File: config.mk
export PLATFORM = sky130hd
export DESIGN_NAME = hazard_controller
export DESIGN_NICKNAME = d
export VERILOG_FILES = /design/src/rtl/pipe_ctrl_pkg.sv /design/src/rtl/vmem_beat_sequencer.sv /design/src/rtl/hazard_controller.sv
export SDC_FILE = /design/constraint.sdc
export NUM_CORES = 1
export LEC_CHECK = 0
export BUFFER_PORTS_ARGS = -buffer_cell sky130_fd_sc_hd__buf_2
export CAP_MARGIN = 5
export CORE_AREA = 10 10 47 49
export CTS_CLUSTER_DIAMETER = 150
export DETAILED_ROUTE_END_ITERATION = 10
export DIE_AREA = 0 0 57 59
export PLACE_DENSITY_LB_ADDON = 0.08
export SYNTH_ARGS = -nofsm -noshare
export SYNTH_HDL_FRONTEND = slang
export SYNTH_SLANG_ARGS = --single-unit
File: constraint.sdc
create_clock -name clk -period 1.7 [get_ports clk]
set_input_delay 0.085 -clock clk [delete_from_list [all_inputs] [get_ports clk]]
set_output_delay 0.085 -clock clk [all_outputs]
set_load 0.02 [all_outputs]
File: src/rtl/pipe_ctrl_pkg.sv
// Shared pipeline-control types: hazard FSM states, stage stall/flush bundle,
// and the default vector beat count.
package pipe_ctrl_pkg;

    localparam int VBEATS_DEFAULT = 8;

    typedef enum logic [1:0] {
        HC_RUN  = 2'd0,
        HC_VMEM = 2'd1,
        HC_HALT = 2'd2
    } hc_state_t;

    typedef struct packed {
        logic stall_if;
        logic stall_id;
        logic stall_ex;
        logic stall_mem;
        logic flush_id;
        logic flush_ex;
        logic flush_mem;
        logic flush_wb;
    } stage_ctrl_t;

    localparam stage_ctrl_t STAGE_CTRL_NONE   = stage_ctrl_t'(8'b0000_0000);
    // Whole pipe held, with a bubble into MEM/WB so nothing retires twice.
    localparam stage_ctrl_t STAGE_CTRL_FREEZE = stage_ctrl_t'(8'b1111_0001);
    localparam stage_ctrl_t STAGE_CTRL_LOADUSE = stage_ctrl_t'(8'b1110_0010);
    localparam stage_ctrl_t STAGE_CTRL_BRANCH = stage_ctrl_t'(8'b0000_1100);

    function automatic logic any_stall(input stage_ctrl_t c);
        return c.stall_if | c.stall_id | c.stall_ex | c.stall_mem;
    endfunction

endpackage

File: src/rtl/vmem_beat_sequencer.sv
// Beat counter and mem_req/mem_ack handshake for multi-beat vector transfers;
// flags the acknowledge of the final beat to the hazard FSM.
module vmem_beat_sequencer
    import pipe_ctrl_pkg::*;
#(
    parameter int VBEATS = VBEATS_DEFAULT,
    localparam int BEAT_W = $clog2(VBEATS)
) (
    input  logic              clk,
    input  logic              rst_n,
    input  logic              active,
    input  logic              mem_ack,
    output logic              mem_req,
    output logic [BEAT_W-1:0] mem_beat,
    output logic              last_beat_ack
);

    logic [BEAT_W-1:0] beat_r;
    logic              is_last_s;

    // Last-beat detect and handshake outputs.
    always_comb begin
        is_last_s     = (beat_r == BEAT_W'(VBEATS - 1));
        mem_req       = active;
        mem_beat      = beat_r;
        last_beat_ack = active & mem_ack & is_last_s;
    end

    // Beat counter: advances on each accepted beat, parked at zero when idle.
    always_ff @(posedge clk or negedge rst_n) begin
        if (!rst_n) begin
            beat_r <= {BEAT_W{1'b0}};
        end else if (!active) begin
            beat_r <= {BEAT_W{1'b0}};
        end else if (mem_ack) begin
            beat_r <= is_last_s ? {BEAT_W{1'b0}} : beat_r + BEAT_W'(1);
        end else begin
            beat_r <= beat_r;
        end
    end

endmodule

File: src/rtl/hazard_controller.sv
// Pipeline hazard sequencer: load-use stalls, branch flushes, vector memory
// freeze and halt. Optional perf counters under HAZARD_PERF_COUNTERS_EN.
module hazard_controller
    import pipe_ctrl_pkg::*;
#(
    parameter int VBEATS = VBEATS_DEFAULT,
    parameter int CNT_W  = 32,
    localparam int BEAT_W = $clog2(VBEATS)
) (
    input  logic              clk,
    input  logic              rst_n,
    input  logic              stall_fwd,
    input  logic              branch_taken_ex,
    input  logic              vmem_start,
    input  logic              mem_ack,
    input  logic              halt_req,
    output logic              stall_if,
    output logic              stall_id,
    output logic              stall_ex,
    output logic              stall_mem,
    output logic              flush_id,
    output logic              flush_ex,
    output logic              flush_mem,
    output logic              flush_wb,
    output logic              mem_req,
    output logic [BEAT_W-1:0] mem_beat,
    output logic              vmem_done,
    output logic              halted
`ifdef HAZARD_PERF_COUNTERS_EN
    ,
    output logic [CNT_W-1:0]  stall_cycles,
    output logic [CNT_W-1:0]  flush_events
`endif
);

    if ((VBEATS < 2) || ((VBEATS & (VBEATS - 1)) != 0)) begin : g_vbeats_check
        $error("VBEATS must be a power of two and at least 2");
    end

    hc_state_t         state_r;
    hc_state_t         state_nxt_s;
    logic              halt_pending_r;
    logic              halt_pending_nxt_s;
    logic              vmem_done_r;
    stage_ctrl_t       ctrl_s;
    stage_ctrl_t       ctrl_out_s;
    logic              halted_s;
    logic              branch_flush_s;
    logic              vmem_active_s;
    logic              last_beat_ack_s;
    logic              seq_req_s;
    logic [BEAT_W-1:0] seq_beat_s;

    assign vmem_active_s = (state_r == HC_VMEM);

    vmem_beat_sequencer #(
        .VBEATS (VBEATS)
    ) u_vmem_seq (
        .clk           (clk),
        .rst_n         (rst_n),
        .active        (vmem_active_s),
        .mem_ack       (mem_ack),
        .mem_req       (seq_req_s),
        .mem_beat      (seq_beat_s),
        .last_beat_ack (last_beat_ack_s)
    );

    // Next-state and stage controls; RUN priority is vmem > load-use > branch > halt.
    always_comb begin
        state_nxt_s        = state_r;
        halt_pending_nxt_s = halt_pending_r;
        ctrl_s             = STAGE_CTRL_NONE;
        halted_s           = 1'b0;
        branch_flush_s     = 1'b0;
        case (state_r)
            HC_RUN: begin
                if (vmem_start) begin
                    ctrl_s      = STAGE_CTRL_FREEZE;
                    state_nxt_s = HC_VMEM;
                end else if (stall_fwd) begin
                    // EX is held, so a taken branch here re-presents next cycle.
                    ctrl_s = STAGE_CTRL_LOADUSE;
                end else if (branch_taken_ex) begin
                    ctrl_s         = STAGE_CTRL_BRANCH;
                    branch_flush_s = 1'b1;
                end else if (halt_req) begin
                    state_nxt_s = HC_HALT;
                end else begin
                    state_nxt_s = HC_RUN;
                end
            end
            HC_VMEM: begin
                ctrl_s = STAGE_CTRL_FREEZE;
                if (halt_req) begin
                    halt_pending_nxt_s = 1'b1;
                end else begin
                    halt_pending_nxt_s = halt_pending_r;
                end
                // A transfer always runs to completion; halt is deferred.
                if (last_beat_ack_s) begin
                    state_nxt_s = (halt_pending_r | halt_req) ? HC_HALT : HC_RUN;
                end else begin
                    state_nxt_s = HC_VMEM;
                end
            end
            HC_HALT: begin
                ctrl_s   = STAGE_CTRL_FREEZE;
                halted_s = 1'b1;
                if (!halt_req) begin
                    state_nxt_s        = HC_RUN;
                    halt_pending_nxt_s = 1'b0;
                end else begin
                    state_nxt_s = HC_HALT;
                end
            end
            default: begin
                state_nxt_s        = HC_RUN;
                halt_pending_nxt_s = 1'b0;
            end
        endcase
    end

    // Output gating: every output is quiet while reset is held.
    always_comb begin
        if (!rst_n) begin
            ctrl_out_s = STAGE_CTRL_NONE;
            mem_req    = 1'b0;
            mem_beat   = {BEAT_W{1'b0}};
            vmem_done  = 1'b0;
            halted     = 1'b0;
        end else begin
            ctrl_out_s = ctrl_s;
            mem_req    = seq_req_s;
            mem_beat   = seq_beat_s;
            vmem_done  = vmem_done_r;
            halted     = halted_s;
        end
    end

    assign stall_if  = ctrl_out_s.stall_if;
    assign stall_id  = ctrl_out_s.stall_id;
    assign stall_ex  = ctrl_out_s.stall_ex;
    assign stall_mem = ctrl_out_s.stall_mem;
    assign flush_id  = ctrl_out_s.flush_id;
    assign flush_ex  = ctrl_out_s.flush_ex;
    assign flush_mem = ctrl_out_s.flush_mem;
    assign flush_wb  = ctrl_out_s.flush_wb;

    // FSM state, deferred-halt flag and completion pulse.
    always_ff @(posedge clk or negedge rst_n) begin
        if (!rst_n) begin
            state_r        <= HC_RUN;
            halt_pending_r <= 1'b0;
            vmem_done_r    <= 1'b0;
        end else begin
            state_r        <= state_nxt_s;
            halt_pending_r <= halt_pending_nxt_s;
            vmem_done_r    <= last_beat_ack_s;
        end
    end

`ifdef HAZARD_PERF_COUNTERS_EN
    logic [CNT_W-1:0] stall_cycles_r;
    logic [CNT_W-1:0] flush_events_r;

    // Saturating stall-cycle and branch-flush counters.
    always_ff @(posedge clk or negedge rst_n) begin
        if (!rst_n) begin
            stall_cycles_r <= {CNT_W{1'b0}};
            flush_events_r <= {CNT_W{1'b0}};
        end else begin
            if (any_stall(ctrl_out_s) && (stall_cycles_r != {CNT_W{1'b1}})) begin
                stall_cycles_r <= stall_cycles_r + CNT_W'(1);
            end else begin
                stall_cycles_r <= stall_cycles_r;
            end
            if (branch_flush_s && (flush_events_r != {CNT_W{1'b1}})) begin
                flush_events_r <= flush_events_r + CNT_W'(1);
            end else begin
                flush_events_r <= flush_events_r;
            end
        end
    end

    assign stall_cycles = stall_cycles_r;
    assign flush_events = flush_events_r;
`else
    if (CNT_W < 1) begin : g_cnt_w_check
        $error("CNT_W must be at least 1");
    end
`endif

endmodule

==> flow_summary.ini <==
[status]
outcome = complete, no violations

[floorplanning]
ioPinCount = 21
die_w_um = 57
initial_core_util_pct = 38.7
row_count = 14
coreArea_um2 = 1400
die_h_um = 59
dieArea_um2 = 3360

[grt]
grt_usage_pct = 7.57
antenna_found_initial = 0
grt_start_max_net_pins = 16
grt.overflow.total = 0
grt_pass1_vias = 468
grt_pass1_wl_um = 2100

[worst_setup_path]
timing_worst_setup_path_type = register to output port
worstPathRequired_ns = 1.62
rr_worst_depth = 6
r2r_slack_ns = 0.27
worstSetupStartpointType = register
cp_data_arrival_time_ns = 1.53
critPathCapture = flush_id
startpoint = state_r[1]
path_max_fanout = 4
r2r_start = u_vmem_seq.mem_beat[0]
worst_r2r_endpoint = state_r[1]
endpoint_kind = output port

[routing]
vias = 451
wl_per_cell_um = 14.2
dr.pass1.iters = 4
viasPerCell = 4.96
remaining_drc_errors = 0
drtAntennaViolNets = 0
wirelength_um = 1300
drt_iter0_markers = 5

[clock_network]
clk_pin_slew_ns = 0.06
cts_buffer_depth = 2
htreeDepth = 1
cts-buffers-inserted = 3
root_buffer = clkbuf_4
cts_tree = done
clock_latency_ns = 0.25
clkSinkCount = 7

[synthesis]
synth_fp_nets = 66
yosysTopAreaCellShare_pct = 32.3
synth_seq_cells = 7
ys_top_cells_by_area = dfrtp_1 (32%), ha_1 (14%), and2_1 (6.9%), mux2i_1 (5.5%), buf_4 (5.5%)
netlist_instances = 53
ys_seq_area_share_pct = 32.3
synth_top_area_cell = dfrtp_1
synth-warning-count = 0
synth_area_um2 = 542
synth_cell_type_count = 23
avgSynthCellArea_um2 = 10.2

[worst_hold_path]
hold_path.class = input pin to register

[finish]
fill_cells = 156
layoutNonFillerInstCount = 91
diodes = 0
utilization_pct = 49.4
seq_area_um2 = 175
nets = 89
final_area_um2 = 692
synthToLayoutAreaGrowth_pct = 27.7
multiInputGateArea_um2 = 345
drive_above_1_share_pct = 44.0

[pwr]
internal_power_uw = 587
swShare_pct = 43.2
power.leakage_uw = 0.000384
power_density_nw_per_um2 = 1490
p_comb_share_pct = 59.5
ir_worst_vdd_v = 0.000668
clkPwrFrac_pct = 14.9
p_switching_uw = 446
seqPwrFrac_pct = 25.6

[job]
cap_violations = 0

[timing]
tightest_slew_ns = 0.276
finalSetupViolCount = 0
final_hold_viol_count = 0
slew_headroom_pct = 81.6
fin_tns_setup_ns = 0
fin_crit_sh_pct = 95.1
whs_ns = 0.210
drv_slew = 0
fmax_mhz = 618
period_minus_slack_ns = 1.62
skew_ns = 0.00784

[placed_design]
place.gp.congestion = 0.698
dp_hpwl_um = 970
place_inst = 85
portBuffers = 20
place_area_um2 = 632
-- cell usage in the layout, fill, tap and decap left out --
| cell | synthesis | layout |
|---|---|---|
| buf_2 | 0 | 20 |
| dfrtp_1 | 7 | 7 |
| and2_1 | 6 | 6 |
| ha_1 | 6 | 5 |
| nor2b_1 | 4 | 4 |
| nand2_1 | 3 | 3 |
| mux2i_1 | 3 | 3 |
| a22o_1 | 3 | 3 |
| clkbuf_4 | 0 | 3 |
| inv_1 | 2 | 2 |
| and3_4 | 1 | 1 |
| nor2b_4 | 1 | 1 |
| and4b_1 | 1 | 1 |
| and3_2 | 1 | 1 |
| nand2b_1 | 1 | 1 |
| a21oi_2 | 0 | 1 |
| nor2_1 | 1 | 1 |
| a21oi_1 | 2 | 1 |
| nor3b_1 | 1 | 1 |
| o21a_1 | 1 | 1 |
| o21a_4 | 1 | 1 |
| nor2_2 | 1 | 1 |
| o21ai_2 | 1 | 1 |
| o21ai_0 | 1 | 1 |
| mux2_2 | 1 | 1 |
| ha_4 | 0 | 1 |
| clkbuf_1 | 0 | 1 |
| dlygate4sd3_1 | 0 | 1 |
| buf_4 | 4 | 1 |
-- worst min path at each step --
| stage | startpoint | cells after the start | endpoint | slack, ns |
|---|---|---|---|---|
| 2_1_floorplan | rst_n | 0 | halt_pending_r | -0.21 |
| 3_3_place_gp | rst_n | 1 | state_r[1] | -0.03 |
| 3_5_place_dp | rst_n | 1 | state_r[1] | -0.03 |
| 4_1_cts | mem_ack | 2 | vmem_done_r | 0.20 |
| 5_1_grt | mem_ack | 2 | vmem_done_r | 0.20 |
| 6_report | mem_ack | 2 | vmem_done_r | 0.21 |
-- logic make-up (layout without fill, tap and decap cells) --
group	after synthesis	in the layout	share of synthesized area, %
AND/OR/NAND/NOR	21	21	25.9
adder cells (fa/ha/maj)	6	6	13.9
buffers and inverters	6	28	6.93
multiplexers	4	4	7.62
flip-flops	7	7	32.3
AO/OA/AOI/OAI	9	9	13.4
-- stage by stage --
stage	total power, µW	setup WS, ns
after floorplan	703	0.172
after global placement	817	0.288
after detailed placement	822	0.251
after CTS	983	0.0192
after global routing	1130	-0.0119
final	1030	0.0825
-- registers in the layout, summed over array words and instances (netlist names) --
register             flops
halt_pending_r           1
state_r                  2
u_vmem_seq.mem_beat      3
vmem_done_r              1
-- final cells by class --
class                   count  share of cell area, %
multi-input cells          40                   49.9
flip-flops and latches      7                   25.3
repair buffers             22                   17.0
clock buffers               4                   3.80
well taps                  16                   2.89
inverters                   2                   1.08
-- critical path, stage by stage, from the launching register on --
cell     delay, ns
dfrtp_1       0.42
inv_1         0.14
ha_4          0.17
nor2b_4       0.17
and4b_1       0.22
buf_2         0.17
-- synthesized netlist by cell type --
cell type and instances:
and2_1 6, nand2b_1 1, o21a_1 1, o21a_4 1
and3_4 1, nor2b_4 1, inv_1 2, o21ai_2 1
nor2_1 1, nor2_2 1, dfrtp_1 7, a21oi_1 2
o21ai_0 1, and4b_1 1, nor2b_1 4, nand2_1 3
mux2_2 1, buf_4 4, ha_1 6, a22o_1 3
nor3b_1 1, mux2i_1 3, and3_2 1
-- layer usage --
metal	GRT usage [%]	vias up	wire length (µm)
li1	-	224	-
met1	8.71	211	550
met2	11.5	14	601
met3	4.08	2	136
met4	3.02	0	8
met5	0	-	0
-- power groups by stage --
stage,registers [µW],logic (µW),clock network (µW)
6_report,264,615,154
5_1_grt,272,684,170
3_5_place_dp,269,553,0
2_1_floorplan,258,445,0
4_1_cts,266,558,159
3_3_place_gp,268,548,0
-- what timing repair did --
| item | in CTS | in global routing |
|---|---|---|
| endpoints found under the hold margin | 7 | 0 |
| resized for setup | 0 | 3 |
| endpoints found under the setup margin | 0 | 6 |
| setup buffers | 0 | 1 |
| hold buffers | 1 | 0 |
Note: power is estimated with default switching activity, not from simulation.
